--- config.mk ---
export PLATFORM = sky130hd
export DESIGN_NAME = flash_read
export DESIGN_NICKNAME = d
export VERILOG_FILES = /design/src/rtl/flash_read.sv
export SDC_FILE = /design/constraint.sdc
export NUM_CORES = 1
export LEC_CHECK = 0
export ABC_CLOCK_PERIOD_IN_PS = 2400
export BUFFER_PORTS_ARGS = -buffer_cell sky130_fd_sc_hd__buf_2
export CAP_MARGIN = 0
export CORE_ASPECT_RATIO = 1.75
export CORE_MARGIN = 5
export CORE_UTILIZATION = 45
export CTS_BUF_LIST = sky130_fd_sc_hd__clkbuf_8 sky130_fd_sc_hd__clkbuf_16
export CTS_CLUSTER_DIAMETER = 120
export DETAILED_ROUTE_END_ITERATION = 7
export GPL_TIMING_DRIVEN = 0
export PLACE_DENSITY = 0.67
export SLEW_MARGIN = 20
export SYNTH_ARGS = -nofsm -noshare
export SYNTH_HDL_FRONTEND = slang
export SYNTH_SLANG_ARGS = --single-unit
--- constraint.sdc ---
create_clock -name sys_clk -period 2.4 [get_ports sys_clk]
set_input_delay 0.12 -clock sys_clk [delete_from_list [all_inputs] [get_ports sys_clk]]
set_output_delay 0.12 -clock sys_clk [all_outputs]
set_load 0.01 [all_outputs]
--- src/rtl/flash_read.sv ---
// SPI mode-0 master issuing M25P16 READ DATA (0x03) + 24-bit address, then
// shifting in a programmable number of bytes and strobing each one out.
module flash_read #(
  parameter int unsigned CLK_DIV = 4,
  parameter int unsigned GAP_CYC = 5
) (
  input  logic        sys_clk,
  input  logic        rst,
  input  logic        start,
  input  logic [23:0] rd_addr,
  input  logic [7:0]  rd_len,
  input  logic        MISO,
  output logic        MOSI,
  output logic        cs_n,
  output logic        sck,
  output logic [7:0]  rd_data,
  output logic        rd_valid,
  output logic        busy,
  output logic        done
);

  localparam int unsigned HALF    = CLK_DIV / 2;
  localparam int unsigned CNT_MAX = (CLK_DIV > GAP_CYC) ? CLK_DIV : GAP_CYC;
  localparam int unsigned CNT_W   = (CNT_MAX > 1) ? $clog2(CNT_MAX) : 1;
  localparam int unsigned BIT_W   = 12;
  localparam int unsigned CMD_BITS = 32;

  typedef enum logic [2:0] {IDLE, SETUP, SHIFT, HOLD, GAP} state_t;

  state_t             state_q, state_d;
  logic [CNT_W-1:0]   cnt_q, cnt_d;
  logic [BIT_W-1:0]   bit_q, bit_d;
  logic [BIT_W-1:0]   last_q, last_d;
  logic [31:0]        sr_q, sr_d;
  logic [6:0]         byte_q, byte_d;
  logic [8:0]         len_c;
  logic               mosi_d, cs_n_d, sck_d, rd_valid_d, busy_d, done_d;
  logic [7:0]         rd_data_d;

  // rd_len of 0 encodes a full 256-byte page
  assign len_c = (rd_len == 8'd0) ? 9'd256 : {1'b0, rd_len};

  // State register and all registered outputs
  always_ff @(posedge sys_clk) begin
    if (rst) begin
      state_q  <= IDLE;
      cnt_q    <= '0;
      bit_q    <= '0;
      last_q   <= '0;
      sr_q     <= '0;
      byte_q   <= '0;
      MOSI     <= 1'b0;
      cs_n     <= 1'b1;
      sck      <= 1'b0;
      rd_data  <= '0;
      rd_valid <= 1'b0;
      busy     <= 1'b0;
      done     <= 1'b0;
    end else begin
      state_q  <= state_d;
      cnt_q    <= cnt_d;
      bit_q    <= bit_d;
      last_q   <= last_d;
      sr_q     <= sr_d;
      byte_q   <= byte_d;
      MOSI     <= mosi_d;
      cs_n     <= cs_n_d;
      sck      <= sck_d;
      rd_data  <= rd_data_d;
      rd_valid <= rd_valid_d;
      busy     <= busy_d;
      done     <= done_d;
    end
  end

  // Next-state and next-output logic
  always_comb begin
    state_d    = state_q;
    cnt_d      = cnt_q;
    bit_d      = bit_q;
    last_d     = last_q;
    sr_d       = sr_q;
    byte_d     = byte_q;
    rd_data_d  = rd_data;
    rd_valid_d = 1'b0;
    done_d     = 1'b0;

    unique case (state_q)
      IDLE: begin
        if (start) begin
          state_d = SETUP;
          cnt_d   = '0;
          bit_d   = '0;
          last_d  = BIT_W'(CMD_BITS - 1) + BIT_W'({len_c, 3'b000});
          sr_d    = {8'h03, rd_addr};
        end
      end
      SETUP: begin
        if (cnt_q == CNT_W'(CLK_DIV - 1)) begin
          state_d = SHIFT;
          cnt_d   = '0;
        end else begin
          cnt_d = cnt_q + 1'b1;
        end
      end
      SHIFT: begin
        // MISO is captured on the edge where sck rises, data bits only
        if (cnt_q == CNT_W'(HALF - 1) && bit_q >= BIT_W'(CMD_BITS)) begin
          byte_d = {byte_q[5:0], MISO};
          if (bit_q[2:0] == 3'd7) begin
            rd_data_d  = {byte_q, MISO};
            rd_valid_d = 1'b1;
          end
        end
        if (cnt_q == CNT_W'(CLK_DIV - 1)) begin
          cnt_d = '0;
          sr_d  = {sr_q[30:0], 1'b0};
          if (bit_q == last_q) begin
            state_d = HOLD;
          end else begin
            bit_d = bit_q + 1'b1;
          end
        end else begin
          cnt_d = cnt_q + 1'b1;
        end
      end
      HOLD: begin
        if (cnt_q == CNT_W'(CLK_DIV - 1)) begin
          state_d = GAP;
          cnt_d   = '0;
        end else begin
          cnt_d = cnt_q + 1'b1;
        end
      end
      GAP: begin
        if (cnt_q == CNT_W'(GAP_CYC - 1)) begin
          state_d = IDLE;
          cnt_d   = '0;
          done_d  = 1'b1;
        end else begin
          cnt_d = cnt_q + 1'b1;
        end
      end
      default: state_d = IDLE;
    endcase

    // Pins follow the next state so they change on the same edge as the FSM
    busy_d = (state_d != IDLE);
    cs_n_d = !(state_d == SETUP || state_d == SHIFT || state_d == HOLD);
    sck_d  = (state_d == SHIFT) && (cnt_d >= CNT_W'(HALF));
    mosi_d = (state_d == SETUP || (state_d == SHIFT && bit_d < BIT_W'(CMD_BITS)))
             ? sr_d[31] : 1'b0;
  end

endmodule
Word-level counts from Yosys, hierarchy flattened --
Index checks and enable logic that the tools add are counted.
Storage, ports and cells: bits in registers 83, word-level logic and storage cells 78, bits of input ports 36, output and inout port bits 14
Cells by class: multiplexer cells 21, reduce and logical (&&, ||, !) cells 19, bitwise operators 4, order comparisons 3, eq/ne operators 14, $add $sub $neg 3
Operators with widths (number):
- $mux 32 | 2
- $pmux 32 s2 | 1
- $mux 12 | 3
- $mux 3 | 9
- $pmux 12 s2 | 1
- $eq 3x2->1 const B | 5
- $pmux 3 s5 | 1
- $add 12x1->12 const B | 1
- $add 5x12->12 const A | 1
- $eq 12x12->1 | 1
- $ge 12x6->1 const B | 1
- $lt 12x6->1 const B | 1
- $eq 3x1->1 const B | 3
- $eq 3x3->1 const B | 3
- $mux 9 | 1
- $pmux 3 s3 | 1
- $logic_not 8->1 | 1
- $reduce_and 3->1 | 2
- $reduce_or 3->1 | 2
- $ne 2x2->1 const B | 2
- $not 1->1 | 4
- $reduce_and 2->1 | 2
- $reduce_or 2->1 | 2
- $add 3x1->3 const B | 1
- other kinds (8) | 13

Depth between registers and ports, before layout --
depth after elaboration 9, mapped depth 10, depth with buffers taken out 9

Worst setup path before layout --
OpenSTA, ideal clock, no wires.
kind flip-flop to flip-flop, start register cnt_q[0], end register MOSI, library setup time 0.087 ns, period minus slack after synthesis 2.329 ns, cell stages (with the launch flop) 10, buffers on the path 1, setup slack 0.071 ns, arrival 2.242 ns, required time 2.313 ns, cells stage by stage dfxtp_1 ha_1 ha_1 buf_2 nand2_1 or4_4 o311a_1 a211oi_2 nand4_1 o31ai_1
Between the ends: word-level cells in the longest chain between the ends 8, elaborated cells on any way between the ends 18, classes of those cells order compare: 1; eq/ne: 4; mux: 9; bitwise: 1; reduce/logical: 3
Ends and longest elaborated chain:
- start: declaration | line 31 | logic [CNT_W-1:0] cnt_q, cnt_d;
- start signal: assignment | line 61 | cnt_q <= cnt_d;
- $eq 3x2->1 or $eq 3x3->1 (tied branches)
- $mux 12, or another cell as far along | line 115 | if (cnt_q == CNT_W'(CLK_DIV - 1)) begin
- $pmux 12 s2 or $pmux 3 s5 (tied branches) | line 88 | unique case (state_q)
- $lt 12x6->1 or $eq 3x2->1 (tied branches) | line 151 | mosi_d = (state_d == SETUP || (state_d == SHIFT && bit_d < BIT_W'(CMD_BITS)))
- $logic_and 1x1->1 | line 151
- $logic_or 1x1->1 | line 151
- $not 1->1 (no source line)
- $reduce_or 2->1 (no source line)
- end signal: assignment | line 66 | MOSI <= mosi_d;
- end: declaration | line 13 | output logic MOSI,
Several ways; a longest one is shown, not always the timed one. The select of a mux whose other input is x is not followed. A chain may end at the register's enable or synchronous reset.

Worst setup path after layout --
start register cnt_q[1], end register MOSI
Same word-level chain as after synthesis.

==> results.toml <==
[power_and_ir_drop]
clock_power_share = 0.445
p_comb_frac = 0.087
ir_drop_v = 0.000600
powerDensity_nw_per_um2 = 685
p_sw_frac = 0.240
power.leakage_nw = 1.74
intPower_mw = 2.31
switchingPower_mw = 0.731
seqPwrFrac = 0.467

[min_path]
hold-path-cell-count = 2
hold_start = "rd_len[0]"
whs_endpoint = "last_q[3]"
hp-class = "in -> reg"

[placement]
placed_cell_area_um2 = 4000
port_buffers = 48
place_inst = 572
hpwl_um = 6610
place.gp.congestion = 0.932

[clock_network]
insertion_delay_ns = 0.34
cts_sinks = 81
cts_buffers = 9
cts_max_path_buffers = 2
cts_hold_buf = 0
h-tree-depth = 3
cts_tree = "yes"
clkSlewWorstSetupHoldPaths_ns = 0.06
cts_root_buf = "clkbuf_16"

[run]
maxCapViolations = 0

[sta]
slew_violations = 0
finClkSkew_ns = 0.00604
timing.hold.ws_ns = 0.0220
tightest_slew_ns = 0.671
fin_crit_sh = 0.991
finalHoldViolations = 0
max_clock_freq_mhz = 421
final-setup-viol-count = 0
grt_setup_unrepaired = "yes"
slew_headroom = 0.550
fin_crit_ns = 2.38

[global_route]
grt_max_degree = 15
grt_pass1_vias = 3213
grt_antenna_before_repair = 0
grt_overflow = 0
track_usage = 0.180
grt_pass1_wl_um = 14700

[floorplanning]
die_h_um = 129
placementRows = 43
fp.dieW_um = 78.1
initial_utilization = 0.462
core_um2 = 7910
die_area_um2 = 10100
ios = 50

[setup_path]
rr_startpoint = "cnt_q[1]"
rr_worst_depth = 8
r2r_slack_ns = 0.02
reg2reg_to = "MOSI"
cp.required_ns = 2.65
arrival_ns = 2.62
path_max_fanout = 4
crit_type = "reg -> reg"
critPathCaptureType = "flop"
startpoint_type = "flop"

[finish]
diodes = 0
final_common_cell = "dfxtp_1"
layout.nets = 546
stdcell_count = 596
fin_area_um2 = 4440
layout_common_cells = "dfxtp_1 (76), nand2_1 (54), buf_2 (53), nor2_1 (53), a21oi_1 (39)"
final_layout_size_suffix_gt1_frac = 0.206
syn_to_final_growth_pct = 21.5

[yosys]
synth_top_area_cell = "dfxtp_1"
synth-seq-area-share = 0.444
synth_cells = 434
postSynthAreaPerCell_um2 = 8.41
synth_ff_type = "dfxtp_1"
yosys_warnings = 0
synth_top_area_share = 0.444
synth_cell_types = 48
syn_nets = 479
ys_seq_elements = 81
synth_area_leaders = "dfxtp_1 (44%), a22oi_1 (6.4%), nand2_1 (5.7%)"
synth_edf_count = 0
syn_area_um2 = 3650
synth-async-reset-ratio = 0

[routing]
wire_per_inst_um = 14.8
wl_um = 8840
vias = 3346
drtAntennaViolNets = 0
drt_iter0_drc = 176
drcViolationCount = 0
first_pass_iters = 4
via_per_inst = 5.61

[outcome]
outcome = "finished clean"
[cell type report]
cell class / instances / area (µm²)
inverters: 11 / 41.3
plain buffers: 31 / 134
flip-flops and latches: 81 / 1630
multi-input cells: 310 / 1920
clock buffers: 9 / 225
fillers: 758 / 3470
well taps: 90 / 113
repair buffers: 57 / 308
clock inverters: 7 / 71.3
[Yosys cell counts, types with 2 or more instances]
master and n:
dfxtp_1 81, nand2_1 55, nor2_1 53, a21oi_1 40, a22oi_1 31, clkbuf_1 22
nand3_1 16, xnor2_1 13, a211oi_1 12, inv_1 11, ha_1 9, mux2i_1 9
nand4_1 7, nor4_1 7, buf_2 6, and2_1 5, and3_1 4, nor3_1 4
o211a_1 4, o21ai_0 4, or4_1 4, o31ai_1 3, a2bb2oi_1 2, a31oi_1 2
buf_1 2, nor2b_1 2, o2111ai_1 2, o22ai_1 2, o311a_1 2, xor2_1 2
[layer usage]
layer	up-vias	share of wire	global-route usage
met5	-	0	0
li1	1675	-	-
met3	37	0.047	0.0403
met1	1535	0.39	0.189
met4	0	0.045	0.105
met2	99	0.52	0.321
[worst max-delay path, cell delays in order (launching register included)]
cell,delay [ns]
dfxtp_2,0.35
ha_4,0.15
ha_4,0.16
nand2_4,0.05
or4_4,0.54
o311a_1,0.36
a211oi_2,0.24
nand4_1,0.20
o31ai_2,0.23
[power by group through the flow]
stage / clock network, mW / registers, mW / logic (mW)
after floorplan: 0 / 1.44 / 0.163
after global placement: 0 / 1.45 / 0.243
after detailed placement: 0 / 1.45 / 0.248
after CTS: 1.38 / 1.42 / 0.258
after global routing: 1.44 / 1.43 / 0.296
final: 1.35 / 1.42 / 0.265
[worst max path at each step]
stage	endpoint	slack [ns]	cells after the start	from
final	MOSI	0.02	8	cnt_q[1]
after global routing	MOSI	-0.03	8	cnt_q[1]
after CTS	MOSI	-0.04	9	cnt_q[0]
after detailed placement	MOSI	-0.31	9	cnt_q[0]
after global placement	MOSI	-0.29	9	cnt_q[0]
after floorplan	MOSI	0.07	9	cnt_q[0]
[sequential cells by signal, indices dropped and copies added, names as in the netlist, 3 cells and up]
signal,count
cnt_q,3
last_q,10
rd_data,8
state_q,3
bit_q,12
sr_q,32
byte_q,7
[per-stage QoR]
stage	setup slack [ns]	utilization	TNS, ns	power [mW]
after global placement	-0.287	0.506	-0.785	1.69
final	0.0226	0.561	0	3.04
after detailed placement	-0.315	0.506	-1.22	1.70
after CTS	-0.0355	0.551	-0.0355	3.06
after global routing	-0.0289	0.561	-0.0289	3.17
after floorplan	0.0706	-	0	1.61
[logic make-up after synthesis]
group / share of synthesized area
compound gates: 0.203
flops: 0.444
buf+inv: 0.0487
simple gates: 0.209
mux: 0.0278
fa+ha+maj: 0.0308
xor+xnor: 0.0360
[repair_timing]
item,4_1_cts,5_1_grt
pin swaps,4,9
gates resized for setup,11,13
buffers inserted,2,7
hold endpoints to repair,0,0
gates cloned,0,0
endpoints found under the setup margin,14,21
Power figures use the tool's default switching activity.
